**config.mk**
```make
export PLATFORM = sky130hd
export DESIGN_NAME = serial_subtractor
export DESIGN_NICKNAME = d
export VERILOG_FILES = /design/src/rtl/serial_subtractor_pkg.sv /design/src/rtl/full_subtractor.sv /design/src/rtl/serial_subtractor.sv
export SDC_FILE = /design/constraint.sdc
export NUM_CORES = 1
export LEC_CHECK = 0
export ABC_AREA = 1
export CAP_MARGIN = 10
export CORE_MARGIN = 2
export CORE_UTILIZATION = 54
export CTS_BUF_LIST = sky130_fd_sc_hd__clkbuf_8
export CTS_CLUSTER_SIZE = 12
export DETAILED_ROUTE_END_ITERATION = 8
export GPL_ROUTABILITY_DRIVEN = 0
export MAX_ROUTING_LAYER = met4
export PLACE_DENSITY = 0.9
export SLEW_MARGIN = 20
export SYNTH_ARGS = -nofsm -noshare
export SYNTH_HDL_FRONTEND = slang
export SYNTH_SLANG_ARGS = --single-unit
export TNS_END_PERCENT = 100
```
**constraint.sdc**
```tcl
create_clock -name clk -period 1.6 [get_ports clk]
set_input_delay 0.32 -clock clk [delete_from_list [all_inputs] [get_ports clk]]
set_output_delay 0.32 -clock clk [all_outputs]
set_load 0.005 [all_outputs]
```
**src/rtl/serial_subtractor_pkg.sv**
```systemverilog
// ---------------------------------------------------------------------------
// serial_subtractor_pkg
//
// Purpose:
//   Shared definitions for the bit-serial subtractor slice: the controller
//   state encoding and a constant clog2 helper used to size the bit counter.
//
// Contents:
//   state_e       - IDLE / RUN / DONE controller states (2-bit encoding)
//   DEFAULT_WIDTH - default operand width of the subtractor
//   clog2()       - ceiling log2, usable in parameter/localparam expressions
// ---------------------------------------------------------------------------
package serial_subtractor_pkg;

  // Controller states. The encodings are fixed so that waveforms and any
  // downstream debug tooling see the same values across builds.
  typedef enum logic [1:0] {
    IDLE = 2'd0,
    RUN  = 2'd1,
    DONE = 2'd2
  } state_e;

  localparam int unsigned DEFAULT_WIDTH = 8;

  // Ceiling log2. A value of 1 yields 0; callers that need a signal
  // at least one bit wide clamp the result themselves.
  function automatic int unsigned clog2(input int unsigned value);
    int unsigned result;
    int unsigned remaining;
    result    = 0;
    remaining = (value > 0) ? value - 1 : 0;
    while (remaining != 0) begin
      result    = result + 1;
      remaining = remaining >> 1;
    end
    return result;
  endfunction

endpackage : serial_subtractor_pkg

```
**src/rtl/full_subtractor.sv**
```systemverilog
// ---------------------------------------------------------------------------
// full_subtractor
//
// Purpose:
//   One-bit full subtractor cell: computes A - B - Cin for single bits.
//
// Ports:
//   A      in  1  minuend bit
//   B      in  1  subtrahend bit
//   Cin    in  1  incoming borrow
//   Diff   out 1  difference bit  (A ^ B ^ Cin)
//   Borrow out 1  outgoing borrow (set when A < B + Cin)
// ---------------------------------------------------------------------------
module full_subtractor (
  input  logic A,
  input  logic B,
  input  logic Cin,
  output logic Diff,
  output logic Borrow
);

  // A borrow is generated when A=0 and B=1, and an incoming borrow
  // propagates through whenever A and B are equal.
  assign Diff   = A ^ B ^ Cin;
  assign Borrow = (~A & B) | (~(A ^ B) & Cin);

endmodule : full_subtractor

```
**src/rtl/serial_subtractor.sv**
```systemverilog
// ---------------------------------------------------------------------------
// serial_subtractor
//
// Purpose:
//   Bit-serial WIDTH-bit subtractor. On an accepted start it captures both
//   operands and the initial borrow, then feeds one bit per clock (LSB
//   first) through a single full_subtractor cell with a registered borrow.
//   After WIDTH bit cycles the full difference and final borrow are
//   presented on registered outputs together with a one-cycle done pulse.
//
// Parameters:
//   WIDTH       operand/result width in bits (WIDTH >= 2)
//
// Ports:
//   clk         in   1      clock, all state updates on rising edge
//   rst         in   1      asynchronous active-high reset
//   start       in   1      request, sampled only while idle
//   a           in   WIDTH  minuend, captured on the accepted start edge
//   b           in   WIDTH  subtrahend, captured on the accepted start edge
//   borrow_in   in   1      initial borrow, captured on the accepted start edge
//   busy        out  1      high while bits are being processed
//   done        out  1      one-cycle pulse, diff/borrow_out valid from here
//   diff        out  WIDTH  (a - b - borrow_in) mod 2^WIDTH
//   borrow_out  out  1      unsigned borrow: a < b + borrow_in
// ---------------------------------------------------------------------------
module serial_subtractor
  import serial_subtractor_pkg::*;
#(
  parameter int WIDTH = DEFAULT_WIDTH
) (
  input  logic             clk,
  input  logic             rst,
  input  logic             start,
  input  logic [WIDTH-1:0] a,
  input  logic [WIDTH-1:0] b,
  input  logic             borrow_in,
  output logic             busy,
  output logic             done,
  output logic [WIDTH-1:0] diff,
  output logic             borrow_out
);

  // The counter only has to reach WIDTH-1, so clog2(WIDTH) bits suffice.
  // It is clamped to one bit so the declaration stays legal for any width.
  localparam int CNT_W = (clog2(WIDTH) < 1) ? 1 : int'(clog2(WIDTH));
  localparam logic [CNT_W-1:0] LAST_CNT = CNT_W'(WIDTH - 1);

  state_e             state_q, state_d;
  logic [WIDTH-1:0]   aSh_q, aSh_d;
  logic [WIDTH-1:0]   bSh_q, bSh_d;
  logic [WIDTH-2:0]   resSh_q, resSh_d;
  logic               borrow_q, borrow_d;
  logic [CNT_W-1:0]   cnt_q, cnt_d;
  logic [WIDTH-1:0]   diff_q, diff_d;
  logic               borrowOut_q, borrowOut_d;

  logic               cellDiff;
  logic               cellBorrow;
  logic [WIDTH-1:0]   resFull;

  // The single arithmetic cell. It always looks at the current LSBs of the
  // operand shift registers and the registered borrow.
  full_subtractor uCell (
    .A      (aSh_q[0]),
    .B      (bSh_q[0]),
    .Cin    (borrow_q),
    .Diff   (cellDiff),
    .Borrow (cellBorrow)
  );

  // The result shift register keeps only the WIDTH-1 bits already produced;
  // the bit coming out of the cell this cycle completes the word. On the
  // last bit cycle this assembled word is exactly the final difference.
  assign resFull = {cellDiff, resSh_q};

  // Next-state and datapath control. Everything holds by default; the
  // idle state only reacts to start, the run state advances one bit per
  // clock, and the done state lasts a single cycle before returning idle.
  // The counter is not advanced on the final bit so it never wraps.
  always_comb begin
    state_d     = state_q;
    aSh_d       = aSh_q;
    bSh_d       = bSh_q;
    resSh_d     = resSh_q;
    borrow_d    = borrow_q;
    cnt_d       = cnt_q;
    diff_d      = diff_q;
    borrowOut_d = borrowOut_q;

    case (state_q)
      IDLE: begin
        if (start) begin
          aSh_d    = a;
          bSh_d    = b;
          borrow_d = borrow_in;
          cnt_d    = '0;
          state_d  = RUN;
        end
      end

      RUN: begin
        aSh_d    = {1'b0, aSh_q[WIDTH-1:1]};
        bSh_d    = {1'b0, bSh_q[WIDTH-1:1]};
        resSh_d  = resFull[WIDTH-1:1];
        borrow_d = cellBorrow;
        if (cnt_q == LAST_CNT) begin
          diff_d      = resFull;
          borrowOut_d = cellBorrow;
          state_d     = DONE;
        end else begin
          cnt_d = cnt_q + CNT_W'(1);
        end
      end

      DONE: begin
        state_d = IDLE;
      end

      default: begin
        state_d = IDLE;
      end
    endcase
  end

  // State register for the controller and datapath. Reset clears every
  // register at once, which also aborts any operation in flight so no done
  // pulse can follow it.
  always_ff @(posedge clk or posedge rst) begin
    if (rst) begin
      state_q     <= IDLE;
      aSh_q       <= '0;
      bSh_q       <= '0;
      resSh_q     <= '0;
      borrow_q    <= 1'b0;
      cnt_q       <= '0;
      diff_q      <= '0;
      borrowOut_q <= 1'b0;
    end else begin
      state_q     <= state_d;
      aSh_q       <= aSh_d;
      bSh_q       <= bSh_d;
      resSh_q     <= resSh_d;
      borrow_q    <= borrow_d;
      cnt_q       <= cnt_d;
      diff_q      <= diff_d;
      borrowOut_q <= borrowOut_d;
    end
  end

  // Status flags are decoded straight from the state register, so they drop
  // together with the state on an asynchronous reset.
  assign busy       = (state_q == RUN);
  assign done       = (state_q == DONE);
  assign diff       = diff_q;
  assign borrow_out = borrowOut_q;

endmodule : serial_subtractor

```
After elaboration in Yosys (flattened, before gate mapping)
Cells that the tools add are included.

Register bits after elaboration: 38. Bits in latches: 0. Memory bits (writable): 0. Memory bits (read-only): 0. Bits of input ports: 20. Output and inout bits: 11. Logic and storage cells: 40. Memories kept: 0.

Add/sub/neg operators: 1. Multipliers: 0. Div/mod/pow operators: 0. Order comparisons: 0. Eq/ne operators: 6. Shifts and indexed selects: 0. Muxes and demuxes: 12. Bitwise gates (word level): 7. Reduce and logical (&&, ||, !) cells: 6.

Operator list (count): 8-bit case mux with 2 select lines (2); 8-bit two-way mux (2); 3-bit two-way mux (2); 3-bit case mux with 2 select lines (1); 2-bit AND reduction (3); 2-bit two-way mux (2); 2-bit != test (second input constant) (2); 2-bit case mux with 2 select lines (1); 3-bit by 1-bit adder with 3-bit output (second input constant) (1); 3-bit == test (second input constant) (1); 3-bit AND reduction (1); 1-bit AND (2); 2-bit by 1-bit == test with 1-bit output (second input constant) (1); 2-bit == test (second input constant) (1); 2-bit zero test (1); 2-bit by 1-bit != test with 1-bit output (second input constant) (1); 1-bit inverter (2); 1-bit case mux with 2 select lines (1); 2-bit nonzero test (1); 1-bit XOR (2); 1-bit two-way mux (1); 1-bit bitwise OR (1).

Logic depth before layout (Yosys ltp)
Gate-level depths: netlist of the first run.

Depth after elaboration: 5. Depth in mapped cells: 7. Depth with buffers taken out: 6.

By module
A second synthesis of the first run with hierarchy kept.

Cell total of the unflattened synthesis: 215. Area, all modules: 1788.0 µm².

Modules (own cells, without submodules): serial_subtractor (times used 1, cells each 211, area each 1756.7 µm², sequential area each 950.9 µm²); full_subtractor (times used 1, cells each 4, area each 31.3 µm², sequential area each 0.0 µm²).

Worst setup path before layout of the first run
OpenSTA, ideal clock, no wires.

Path kind: reg2reg. From: register cnt_q[0]. To: register diff_q[0], in the netlist diff[0]. Library setup time: 0.065 ns. Data arrival time: 1.145 ns. Setup slack: 0.390 ns. Cell stages (with the launch flop): 7. Path through: dfrtp_1 ha_1 ha_1 nand2_4 buf_6 nand2_1 nand2_1.

Word-level cells in the longest chain between the ends: 2.

Ends and longest elaborated chain: start: declaration (line serial_subtractor.sv:53) `logic [CNT_W-1:0] cnt_q, cnt_d;`; start signal: assignment (line serial_subtractor.sv:144) `cnt_q <= cnt_d;`; 3-bit == test (line serial_subtractor.sv:106) `if (cnt_q == LAST_CNT) begin`; 2-bit AND reduction (no line); end signal: assignment (line serial_subtractor.sv:145) `diff_q <= diff_d;`; end: declaration (line serial_subtractor.sv:54) `logic [WIDTH-1:0] diff_q, diff_d;`.

Every way passes these cells. A chain may end at the register's enable or synchronous reset.

Worst setup path in the final report of the first run
From: register state_q[1]. To: output port busy.

Word-level cells in the longest chain between the ends: 1.

Ends and longest elaborated chain: start: declaration (line serial_subtractor.sv:48) `state_e state_q, state_d;`; start signal: assignment (line serial_subtractor.sv:139) `state_q <= state_d;`; 2-bit by 1-bit == test with 1-bit output (line serial_subtractor.sv:152) `assign busy = (state_q == RUN);`; end: declaration (line serial_subtractor.sv:37) `output logic busy,`.

Every way passes these cells.

==> results of run 1 <==
-- critical path, stage by stage (launching register included) --
cell      delay [ps]
dfrtp_1          410
buf_4            160
nor2_4           160
clkbuf_2         160
-- kinds of logic after synthesis --
family / synth area share (%)
simple gates: 29.80
compound gates: 6.722
flops: 52.67
buf+inv: 8.316
fa+ha+maj: 2.495
-- metal layers --
metal	wire length [um]	share of wire (%)	GRT usage, %
met5	0	0	-
met4	65	1.8	9.726
met3	158	4.5	6.211
met2	1697	48	35.34
met1	1622	46	28.69
-- registers in the layout, summed over array words and instances (netlist names) --
name / count
bSh_q: 8
resSh_q: 7
borrow_q: 1
cnt_q: 3
diff: 8
state_q: 2
borrow_out: 1
aSh_q: 8
-- metrics by stage --
step           hold slack, ps  cell area (um2)  total power, uW
4_1_cts                 381.9             2273             4267
3_3_place_gp            461.7             2152             3359
2_1_floorplan           442.2             1805             2898
3_5_place_dp            468.2             2152             3440
6_report                376.0             2275             4250
5_1_grt                 392.9             2275             4627
-- what timing repair did --
item | CTS | global route
setup endpoints to repair | 2 | 2
hold endpoints to repair | 0 | 0
hold buffers | 0 | 0
setup buffers | 2 | 0
resized for setup | 2 | 3
-- area by class of cell --
class | count | area (um2) | area share, %
flip-flops and latches | 38 | 950.9 | 41.80
clock inverters | 3 | 40.04 | 1.760
well taps | 44 | 55.05 | 2.420
multi-input cells | 148 | 709.4 | 31.19
repair buffers | 40 | 381.6 | 16.78
clock buffers | 5 | 68.82 | 3.025
inverters | 17 | 68.82 | 3.025
-- placed cells by master, fill, tap and decap left out, drive strengths merged --
master         instances
nand2                102
dfrtp                 38
clkdlybuf4s50         28
nand3                 21
inv                   17
o21ai                 16
buf                   10
clkbuf                 6
nand4                  3
nor2                   3
ha                     2
clkinv                 2
fa                     1
bufinv                 1
dlygate4sd2            1
-- where the power goes --
group	switching, uW	internal [uW]
registers	236	1390
clock network	342	459
logic	1030	793
total	1610	2640
-- how the worst max path moves through the flow --
stage | start | end | cells past startpoint
after floorplan | cnt_q[0] | diff[0] | 6
after CTS | state_q[1] | busy | 3
after detailed placement | state_q[1] | aSh_q[4] | 7
final | state_q[1] | busy | 3
after global routing | borrow_out | borrow_out | 1
after global placement | state_q[1] | busy | 2
==> metrics.md, run 1 <==
| Metric | Value |
|---|---|
| Outcome | finished, final reports clean |
| Routed Antenna Nets | 0 |
| Clock slew at reported path FFs | about 80 ps |
| Synthesized area per cell | approximately 8.5 um2 |
| Peak supply drop | 1034 uV |
| Detailed Routing Iterations Pass 1 | 4 |
| Longest Clk Path Bufs | 2 |
| Total Neg Setup Slack | 0 ps |
| Routed wire length per instance | 12.01 um |
| Reg-to-Reg Start | cnt_q[0] |
| Final hold vios | 0 |
| Synth top area share | ~53% |
| Fillers | 240 |
| Startpoint types | register |
| Power per Cell Area | between 1500 and 2000 nW/um2 |
| Final Critical Period | between 1000 and 1500 ps |
| Layout overhead on the synthesized area | 25.99% |
| Vias in the first global route | around 1400 |
| Final cell count without fillers | just under 300 |
| Site Rows | 20 |
| Worst Path Required | around 1300 ps |
| CP Capture Type | output port |
| Synth unique cells | 19 |
| Gate Count Post-Synth | between 200 and 250 |
| YS warnings | 0 |
| Initial antenna violation count | 0 |
| DR vias/cell | 4.956 |
| Die area | around 3800 um2 |
| Via count | ~1500 |
| IO buf count | 30 |
| Worst-Margin Slew | 262.8 ps |
| Die Span Y | 61.82 um |
| CTS tree | yes |
| Share of cells above drive strength 1 | between 10 and 15% |
| Setup WS post-layout | ~100 ps |
| Setup Viol. Count Final | 0 |
| GRT Overall Usage | a little under a quarter |
| Core area | ~3100 um2 |
| Initial DRC count | roughly 100 |
| I/O pin total | 31 |
| Clk sinks | 38 |
| Mapped Area | 1805 um2 |
| Flop-to-flop setup slack | approximately 230 ps |
| Most frequent cell after synthesis | nand2_1 |
| Sequential area share after synthesis | approximately 53% |
| Kind of critical path | register to output port |
| Synth area leader | dfrtp_1 |
| Prevailing post-synth register cell | dfrtp_1 |
| Clock Skew | 10.27 ps |
| Worst R2R Path Depth | 6 |
| Finished Core Util | between 70 and 80% |
| Place WS | around 120 ps |
| Post-DP HPWL | approximately 2400 um |
| Leakage | between 0.001 and 0.0015 uW |
| Max Cap Violations | 0 |
| Crit Path Max Fanout | 4 |
| H-Tree Depth | 2 |
| Initial Util | between 50 and 60% |
| Antenna cells | 0 |
| DIE WIDTH | 61.82 um |
| Drt total wl | ~3500 um |
| Final nets | approximately 270 |
| Gr ovfl total | 0 |
| Post-synth net total | 235 |
| First-pass GRT wire length | ~6000 um |
| Final Max Slew Viols | 0 |
| Largest net degree at the start of global routing | 39 |
| Highest Clock Rate | between 0.6 and 0.7 GHz |
| Worst R2R End | diff[0] |
| FFs w/ async S/R, synth | 100.0% |
| CTS Buf Count | 5 |
| Post-route DRC | 0 |
| Register bit count reported by yosys | 38 |
| RSZ-0062 raised after global routing | no |
| Root Buffer | clkbuf_8 |
| Arr. time, crit path | approximately 1200 ps |
| Hold WC Path Type | input port to async pin |
| Clock Latency Late Sink | roughly 300 ps |
| Placed Instances | between 200 and 300 |
| Max-slew headroom | approximately 80% |
| Synth area leaders | dfrtp_1 53%, nand2_1 21%, nand3_1 5.8%, o21ai_2 3.9%, buf_6 3.1% |
| Post-synth top cells | 99 x nand2_1, 38 x dfrtp_1, 21 x nand3_1, 14 x inv_1, 8 x o21ai_2 |
| EDFF count, synth | 0 |
| Final worst-path cycle share | about 94% |
Power figures use the tool's default switching activity.
==> run 2: changes to the inputs <==
--- a/config.mk
+++ b/config.mk
@@ -5,8 +5,8 @@
 export SDC_FILE = /design/constraint.sdc
 export NUM_CORES = 1
 export LEC_CHECK = 0
-export ABC_AREA = 1
 export CAP_MARGIN = 10
+export CORE_ASPECT_RATIO = 1.2
 export CORE_MARGIN = 2
 export CORE_UTILIZATION = 54
 export CTS_BUF_LIST = sky130_fd_sc_hd__clkbuf_8
==> metrics.md, run 2 <==
| Metric | Value |
|---|---|
| Worst path depth | 4 (was 3) |
| Final nets | 207 (was 273) |
| Clock Skew | 6.979 ps (was 10.27 ps) |
| Gate Count Post-Synth | 145 (was 212) |
| Setup crit start | state_q[0] (was state_q[1]) |
| Prevailing post-synth register cell | dfrtp_1 (unchanged) |
| Power per Cell Area | 1870 nW/um2 (was 1868 nW/um2) |
| Startpoint types | register (unchanged) |
| Largest net degree at the start of global routing | 39 (unchanged) |
| Worst R2R End | aSh_q[1] (was diff[0]) |
| DIE WIDTH | 56.47 um (was 61.82 um) |
| Hold WC Path Type | input port to async pin (unchanged) |
| EDFF count, synth | 0 (unchanged) |
| Max Cap Violations | 0 (unchanged) |
| Synth unique cells | 29 (was 19) |
| Max-slew headroom | 75.46% (was 82.47%) |
| CTS Buf Count | 5 (unchanged) |
| Detailed Routing Iterations Pass 1 | 4 (unchanged) |
| Antenna cells | 0 (unchanged) |
| Total Power | 4400 uW (was 4250 uW) |
| Worst R2R Path Depth | 4 (was 6) |
| First-pass GRT wire length | 6230 um (was 6092 um) |
| Final Cell Area | 2354 um2 (was 2275 um2) |
| H-Tree Depth | 2 (unchanged) |
| Via count | 1302 (was 1462) |
| CTS Hold Bufs | 0 (unchanged) |
| Site Rows | 22 (was 20) |
| YS warnings | 0 (unchanged) |
| Initial antenna violation count | 0 (unchanged) |
| Crit Path Max Fanout | 22 (was 4) |
| CP dominant cell by count | buf_4 |
| Kind of critical path | register to register (was register to output port) |
| Register bit count reported by yosys | 38 (unchanged) |
| Root Buffer | clkbuf_8 (unchanged) |
| Most common cell after layout, fill and taps aside | dfrtp_1 (was nand2_1) |
| Final cell count without fillers | 221 (was 295) |
| CP Capture Type | register (was output port) |
| Reg-to-Reg Start | state_q[0] (was cnt_q[0]) |
| Synth area leaders | dfrtp_1 53%, mux2_2 9.5%, o221a_2 4.4%, a221oi_1 3.9%, nor4b_1 3.9% (was dfrtp_1 53%, nand2_1 21%, nand3_1 5.8%, o21ai_2 3.9%, buf_6 3.1%) |
| Leakage | 0.001053 uW (was 0.001195 uW) |
| IO buf count | 30 (unchanged) |
| Core area | 3110 um2 (was 3128 um2) |
| Register area | 952.2 um2 (was 950.9 um2) |
| Final Critical Period | 1579 ps (was 1497 ps) |
| Final Max Slew Viols | 0 (unchanged) |
| Outcome | finished, final reports clean (unchanged) |
| Synthesized area per cell | 12.30 um2 (was 8.516 um2) |
| I/O pin total | 31 (unchanged) |
| Most frequent cells in the layout | 37 x dfrtp_1, 28 x clkdlybuf4s50_1, 15 x mux2_2 (was 99 x nand2_1, 38 x dfrtp_1, 28 x clkdlybuf4s50_1) |
| Mapped Area | 1784 um2 (was 1805 um2) |
| Clk sinks | 38 (unchanged) |
| Peak supply drop | 1277 uV (was 1034 uV) |
| Vias in the first global route | 1385 (was 1390) |
| Final hold vios | 0 (unchanged) |
| Most frequent cell after synthesis | dfrtp_1 (was nand2_1) |
| Initial Util | 57.36% (was 57.72%) |
| WP buf/inv | 2 (unchanged) |
| Slowest stage delay, CP | 530 ps (was 410 ps) |
| Highest Clock Rate | 0.6335 GHz (was 0.6681 GHz) |
| GRT Overall Usage | 22.79% (was 22.97%) |
| RSZ-0062 raised after global routing | no (unchanged) |
| Post-synth top cells | 38 x dfrtp_1, 15 x mux2_2, 14 x inv_1, 8 x a221oi_1, 8 x nor4b_1 (was 99 x nand2_1, 38 x dfrtp_1, 21 x nand3_1, 14 x inv_1, 8 x o21ai_2) |
| Layout overhead on the synthesized area | 31.91% (was 25.99%) |
| Die area | 3782 um2 (was 3822 um2) |
| Top delay family on crit path | simple AND/OR/NAND/NOR gates (was flip-flops) |
| Clock slew at reported path FFs | 80 ps (about the same) |
| Post-route DRC | 0 (unchanged) |
| Finished Core Util | 75.66% (was 72.72%) |
| DR vias/cell | 5.891 (was 4.956) |
| Setup WS post-layout | 21.44 ps (was 103.2 ps) |
| Synth top area share | 53.30% (was 52.67%) |
| Worst-Margin Slew | 367.9 ps (was 262.8 ps) |
| Setup Viol. Count Final | 0 (unchanged) |
| Post-DP HPWL | 2633 um (was 2380 um) |
| Sequential area share after synthesis | 53.30% (was 52.67%) |
| Critical Path Sink | aSh_q[1] (was busy) |
| Initial DRC count | 25 (was 98) |
| Die Span Y | 66.97 um (was 61.82 um) |
| Worst path cell trace | buf_4, buf_4, or4b_1, o221a_2 (was buf_4, nor2_4, clkbuf_2) |
| CTS tree | yes (unchanged) |
| Flop-to-flop setup slack | 20 ps (was 230 ps) |
| Placed Instance Area | 2168 um2 (was 2152 um2) |
| Place WS | -216.5 ps (was 120.9 ps) |
| Drt total wl | 3696 um (was 3543 um) |
| Clock Latency Late Sink | 300 ps (about the same) |
| Routed wire length per instance | 16.72 um (was 12.01 um) |
| Worst Path Required | 1780 ps (was 1280 ps) |
| Post-synth net total | 168 (was 235) |
| Placed Instances | 210 (was 285) |
| Final worst-path cycle share | 98.66% (was 93.55%) |
| Gr ovfl total | 0 (unchanged) |
| Share of cells above drive strength 1 | 28.11% (was 13.94%) |
| FFs w/ async S/R, synth | 100.0% (unchanged) |
| Multi-input logic area | 734.5 um2 (was 709.4 um2) |
| CP max-delay cell | or4b_1 (was dfrtp_1) |
| Arr. time, crit path | 1760 ps (was 1180 ps) |
| Routed Antenna Nets | 0 (unchanged) |
| Fillers | 216 (was 240) |
| Synth area leader | dfrtp_1 (unchanged) |
| Longest Clk Path Bufs | 2 (unchanged) |
## run 2: cell types whose count changed in the layout (fill, tap and decap cells not counted), sizes merged, moves of 3 or more
cell    delta
or4b       +7
nand4      -3
nand2    -100
nor4b      +8
nand3     -18
nor2       +4
mux2      +15
nand2b     +4
buf        +4
a221oi     +8
o221ai     +3
o221a      +7
o21ai     -16
## run 2: logic make-up after synthesis
| kind of cell | synth area share [%] |
|---|---|
| muxes | 10.03 |
| adders and majority gates | 2.524 |
| DFF | 53.30 |
| buffers and inverters | 7.012 |
| and+or+nand+nor | 15.08 |
| AOI/OAI and AO/OA | 12.06 |
## run 2: worst min path at each step
stage | from | endpoint | cells past startpoint
final | rst | diff[4] | 3
after global routing | rst | resSh_q[5] | 3
after CTS | rst | diff[4] | 3
after detailed placement | diff[1] | diff[1] | 1
after global placement | resSh_q[0] | diff[0] | 1
after floorplan | resSh_q[0] | diff[0] | 1
## run 2: worst reg2reg max path, stage by stage, from the launching register on
cell	delay, ps
dfrtp_2	440
buf_4	150
buf_4	190
or4b_1	530
o221a_2	150
## run 2: cell type report
class / instances / area share (%)
clock buffers: 5 / 2.924
clock inverters: 3 / 2.924
inverters: 15 / 2.392
multi-input cells: 80 / 31.21
flip-flops and latches: 38 / 40.46
well taps: 36 / 1.914
repair buffers: 44 / 18.18
## run 2: power breakdown
group / switching (uW) / internal [uW] / total [uW] / leakage, uW
Sequential: 280 / 1420 / 1700 / 0.000450
Clock: 352 / 624 / 976 / 0.0000683
Combinational: 726 / 999 / 1720 / 0.000535
## run 2: repair_timing
item	CTS	global route
resized for setup	6	2
buffers inserted	2	1
hold endpoints to repair	0	0
gates cloned	0	0
setup endpoints to repair	2	2
## run 2: stage by stage
stage	TNS, ps	hold slack [ps]
2_1_floorplan	0	474.9
4_1_cts	0	385.2
3_3_place_gp	-1715	486.2
5_1_grt	0	394.4
6_report	0	383.9
3_5_place_dp	-2467	494.1
## run 2: routing by layer
layer	wire, um	vias up	global-route usage [%]
met3	167	10	6.990
met5	0	-	-
met2	2038	35	41.57
met1	1399	649	22.88
li1	-	608	-
met4	91	0	8.333
